===== src/rtl/datapath_2.sv =====
// 4-bit register-file datapath: two read ports (address 0 = datain), 16-function ALU,
// write-back to r1..r7, registered N/Z/C/V flags and a selectable output.
module datapath_2 #(
  parameter int unsigned W    = 4,
  parameter int unsigned NREG = 8
) (
  input  logic         clk,
  input  logic         rst_n,
  input  logic [15:0]  control,
  input  logic [W-1:0] datain,
  output logic [3:0]   banderas,
  output logic [W-1:0] dataout
);

  localparam int unsigned AW = $clog2(NREG);
  localparam int unsigned FW = 4;

  typedef enum logic [3:0] {
    OP_PASSA = 4'h0,
    OP_PASSB = 4'h1,
    OP_ADD   = 4'h2,
    OP_SUB   = 4'h3,
    OP_AND   = 4'h4,
    OP_OR    = 4'h5,
    OP_XOR   = 4'h6,
    OP_NOTA  = 4'h7,
    OP_INC   = 4'h8,
    OP_DEC   = 4'h9,
    OP_SHL   = 4'hA,
    OP_SHR   = 4'hB,
    OP_ASR   = 4'hC,
    OP_ROL   = 4'hD,
    OP_ROR   = 4'hE,
    OP_ZERO  = 4'hF
  } alu_op_e;

  typedef struct packed {
    logic [AW-1:0] a_sel;
    logic [AW-1:0] b_sel;
    logic [AW-1:0] dest;
    alu_op_e       op;
    logic [AW-1:0] out_sel;
  } ctrl_t;

  ctrl_t ctrl;
  assign ctrl = ctrl_t'(control);

  logic [W-1:0]  regs_q [1:NREG-1];
  logic [W-1:0]  regs_d [1:NREG-1];
  logic [FW-1:0] flags_q, flags_d;

  logic [W-1:0] a_op, b_op;
  logic [W-1:0] alu_r;
  logic         alu_c, alu_v;
  logic [W:0]   sum;

  // Read ports: address 0 is the external operand, not storage.
  always_comb begin
    a_op = datain;
    b_op = datain;
    if (ctrl.a_sel != '0) a_op = regs_q[ctrl.a_sel];
    if (ctrl.b_sel != '0) b_op = regs_q[ctrl.b_sel];
  end

  // ALU; carry on subtract-style ops is the inverted borrow.
  always_comb begin
    alu_r = '0;
    alu_c = 1'b0;
    alu_v = 1'b0;
    sum   = '0;
    unique case (ctrl.op)
      OP_PASSA: alu_r = a_op;
      OP_PASSB: alu_r = b_op;
      OP_ADD: begin
        sum   = {1'b0, a_op} + {1'b0, b_op};
        alu_r = sum[W-1:0];
        alu_c = sum[W];
        alu_v = (a_op[W-1] == b_op[W-1]) && (sum[W-1] != a_op[W-1]);
      end
      OP_SUB: begin
        sum   = {1'b0, a_op} + {1'b0, ~b_op} + (W+1)'(1);
        alu_r = sum[W-1:0];
        alu_c = sum[W];
        alu_v = (a_op[W-1] != b_op[W-1]) && (sum[W-1] != a_op[W-1]);
      end
      OP_AND:  alu_r = a_op & b_op;
      OP_OR:   alu_r = a_op | b_op;
      OP_XOR:  alu_r = a_op ^ b_op;
      OP_NOTA: alu_r = ~a_op;
      OP_INC: begin
        sum   = {1'b0, a_op} + (W+1)'(1);
        alu_r = sum[W-1:0];
        alu_c = sum[W];
        alu_v = ~a_op[W-1] & sum[W-1];
      end
      OP_DEC: begin
        sum   = {1'b0, a_op} + {1'b0, {W{1'b1}}};
        alu_r = sum[W-1:0];
        alu_c = sum[W];
        alu_v = a_op[W-1] & ~sum[W-1];
      end
      OP_SHL: begin
        alu_r = {a_op[W-2:0], 1'b0};
        alu_c = a_op[W-1];
      end
      OP_SHR: begin
        alu_r = {1'b0, a_op[W-1:1]};
        alu_c = a_op[0];
      end
      OP_ASR: begin
        alu_r = {a_op[W-1], a_op[W-1:1]};
        alu_c = a_op[0];
      end
      OP_ROL: begin
        alu_r = {a_op[W-2:0], a_op[W-1]};
        alu_c = a_op[W-1];
      end
      OP_ROR: begin
        alu_r = {a_op[0], a_op[W-1:1]};
        alu_c = a_op[0];
      end
      OP_ZERO: alu_r = '0;
      default: alu_r = '0;
    endcase
  end

  // Write-back and flag next state; flags update every cycle regardless of dest.
  always_comb begin
    for (int unsigned k = 1; k < NREG; k++) begin
      regs_d[k] = regs_q[k];
      if (ctrl.dest == AW'(k)) regs_d[k] = alu_r;
    end
    flags_d = {alu_r[W-1], (alu_r == '0), alu_c, alu_v};
  end

  always_ff @(posedge clk or negedge rst_n) begin
    if (!rst_n) begin
      for (int unsigned k = 1; k < NREG; k++) regs_q[k] <= '0;
      flags_q <= '0;
    end else begin
      for (int unsigned k = 1; k < NREG; k++) regs_q[k] <= regs_d[k];
      flags_q <= flags_d;
    end
  end

  // Output mux: select 0 shows the live ALU result.
  always_comb begin
    dataout = alu_r;
    if (ctrl.out_sel != '0) dataout = regs_q[ctrl.out_sel];
  end

  assign banderas = flags_q;

endmodule


===== config.mk =====
export PLATFORM = sky130hd
export DESIGN_NAME = datapath_2
export DESIGN_NICKNAME = d
export VERILOG_FILES = /design/src/rtl/datapath_2.sv
export SDC_FILE = /design/constraint.sdc
export NUM_CORES = 1
export LEC_CHECK = 0
export CORE_MARGIN = 10
export CORE_UTILIZATION = 35
export CTS_CLUSTER_DIAMETER = 40
export DETAILED_ROUTE_END_ITERATION = 8
export GPL_ROUTABILITY_DRIVEN = 0
export SKIP_LAST_GASP = 1
export SLEW_MARGIN = 25
export SYNTH_ARGS = -nofsm -noshare
export SYNTH_HDL_FRONTEND = slang
export SYNTH_SLANG_ARGS = --single-unit
export TNS_END_PERCENT = 50

===== constraint.sdc =====
create_clock -name clk -period 6.78 [get_ports clk]
set_input_delay 1.356 -clock clk [delete_from_list [all_inputs] [get_ports clk]]
set_output_delay 1.356 -clock clk [all_outputs]
set_load 0.005 [all_outputs]

==> impl_results.md <==
- Iteration-0 DRC Markers: 216
- Final worst setup slack: 0.197 ns
- Crit path buf inv count: 3
- First-pass GRT wire length: 15,200 um
- Worst Setup Path Type: input port to output port
- Vias per inst: 5.88
- Die width: 114 um
- Die H: 114 um
- Critical Path AT: 5.23 ns
- Max VDD drop: 0.000182 V
- Grt total ovfl: 0
- Syn Std Cell Area: 3090 sq um
- Critical Path Slowest Stage Cell: clkdlybuf4s50_1
- CTS Buf Count: 5
- Final Max Slew Viols: 0
- Final hold violation count: 0
- Final ANT Viol Nets: 0
- Initial Util: 35.7%
- Root Buffer: clkbuf_8
- Ys async rst share: 100%
- Critical path cell sequence: clkdlybuf4s50_1, mux4_2, mux2i_2, inv_1, ha_1, fa_1, mux2i_1, mux2i_1, a31oi_1, nor4_1, o211ai_1, a31oi_1, a21oi_1, clkdlybuf4s50_1
- Register bit total from synthesis: 32
- HPWL after detailed placement: 7410 um
- Avg Inst Size Synth: 9.13 sq um
- Crit-path max FO: 3
- Synth area leader: dfrtp_1
- CTS tree: done
- Post-synth EDFFs: 0
- Slew HR: 52.8%
- Synth-to-Final Area Change: 22.3%
- RSZ-0062 raised after global routing: yes
- Drt drc: 0
- Clock sink total: 32
- Worst slew pin tran: 0.707 ns
- Max Freq: 152 MHz
- Synth unique cells: 58
- GRT Overall Usage: 14.5%
- Crit end category: output port
- Dpl ws: -0.0519 ns
- Slowest stage delay, CP: 0.56 ns
- Drt total wl: 9520 um
- Largest net degree at the start of global routing: 33
- CTS Buffer Depth: 2
- Max cap viols: 0
- Share of layout cells above drive strength 1: 18.4%
- Boundary pin count: 30
- Synth warnings: 0
- Max Clock Skew: 0.0101 ns
- Largest delay contributor family on the critical path: multiplexers
- Yosys top cell area share: 25.9%
- Tmin final: 6.58 ns
- Syn Nets: 378
- Core area: 8640 sq um
- List of most frequent post-synthesis cells: 45 x o21ai_0, 41 x nand2_1, 32 x dfrtp_1, 17 x nor2_1
- Wirelength per Cell: 19.5 um
- Number of diodes: 0
- Final instance area: 3770 sq um
- Endpoints failing setup: 0
- DR vias: 2,869
- Number of global-route vias before repair: 2,847
- Leakage: 1.61 nW
- Worst-Skew Late Latency: 0.29 ns
- Hold slack: 0.535 ns
- Crit share post-route: 97.1%
- Ys flop type: dfrtp_1
- Placed cell area: 3600 sq um
- Status: complete, no violations
- Synth top area cells: dfrtp_1 26%, mux4_2 9.5%, o21ai_0 7.3%
- Most frequent cell after synthesis: o21ai_0
- Final net count: 419
- Hold Path Class: flip-flop to flip-flop
- Synthesized netlist cell count: 338
- PwrDens: 301 nW/um^2
- Antenna violations before repair: 0
- Drt pass-1 iters: 5
- Die area: 13,000 sq um
- WP data required: 5.42 ns
- Worst-path clk slew: 0.07 ns
- Share of the yosys chip area belonging to registers: 25.9%
- H-tree levels: 2
- IO Port Bufs: 29
- Startpoint types: input port
- Std-Cell Rows: 34
state kept, by name, indices dropped and copies added (netlist names):
register	count
regs_q	28
banderas	4
worst paths after layout:
path	startpoint	end	slack, ns	cells past startpoint
worst min-delay path	regs_q[14]	regs_q[14]	0.54	2
worst max-delay path	control[10]	dataout[2]	0.20	14
min in group asynchronous	rst_n	banderas[3]	1.46	2
worst min register to register	regs_q[14]	regs_q[14]	0.54	2
worst max register to register	regs_q[12]	banderas[2]	3.18	12
max in group asynchronous	rst_n	regs_q[25]	5.02	2
routing by layer:
layer	GRT usage [%]	wire length, um
met3	2.41	638
met4	5.93	252
met5	0	0
met1	18.2	3950
met2	24.1	4670
kinds of logic after synthesis:
group | share of synthesized area, %
muxes | 21.4
adders and majority gates | 7.78
xor gates and xnor gates | 0.284
and+or+nand+nor | 20.2
AOI/OAI and AO/OA | 18.8
DFF | 25.9
buffers and inverters | 5.51
per-stage QoR:
stage / util, % / TNS (ns) / cells / total power, mW
after floorplan: - / 0 / 338 / 0.686
after global placement: 41.7 / 0 / 477 / 0.913
after detailed placement: 41.7 / -0.0519 / 477 / 0.923
after CTS: 43.0 / 0 / 485 / 1.11
after global routing: 43.7 / -0.0376 / 488 / 1.22
final: 43.7 / 0 / 488 / 1.14
cell usage in the layout (no fill, tap or decap), types with 10 or more instances in the layout:
cell / count
nor3_1: 11
ha_1: 16
dfrtp_1: 32
nand3_1: 10
a21oi_1: 11
inv_1: 14
mux2i_1: 12
buf_4: 29
mux4_2: 13
nor2_1: 17
nand2_1: 41
clkdlybuf4s50_1: 28
o21ai_0: 42
worst min-delay path: stages (launching register included):
cell and delay [ns]:
dfrtp_1 0.38, nand2_1 0.05, o21ai_0 0.06
cell type report:
class,instances,area [sq um]
clock buffers,6,72.6
inverters,16,60.1
flip-flops and latches,32,801
multi-input cells,266,2160
clock inverters,2,35.0
repair buffers,58,510
well taps,108,135
fillers,854,4860
power by group:
group          total (mW)  leakage, nW  internal [mW]  switching, mW
clock network       0.182       0.0552          0.109         0.0729
registers           0.322        0.408          0.255         0.0671
logic               0.633         1.15          0.302          0.332
total                1.14         1.61          0.665          0.472
timing repair:
action | CTS | global route
setup buffers | 0 | 3
pin swaps | 0 | 3
resized for setup | 3 | 11
hold buffers | 0 | 0
setup endpoints to repair | 1 | 3
No activity file was read; power rests on OpenSTA's default activity.
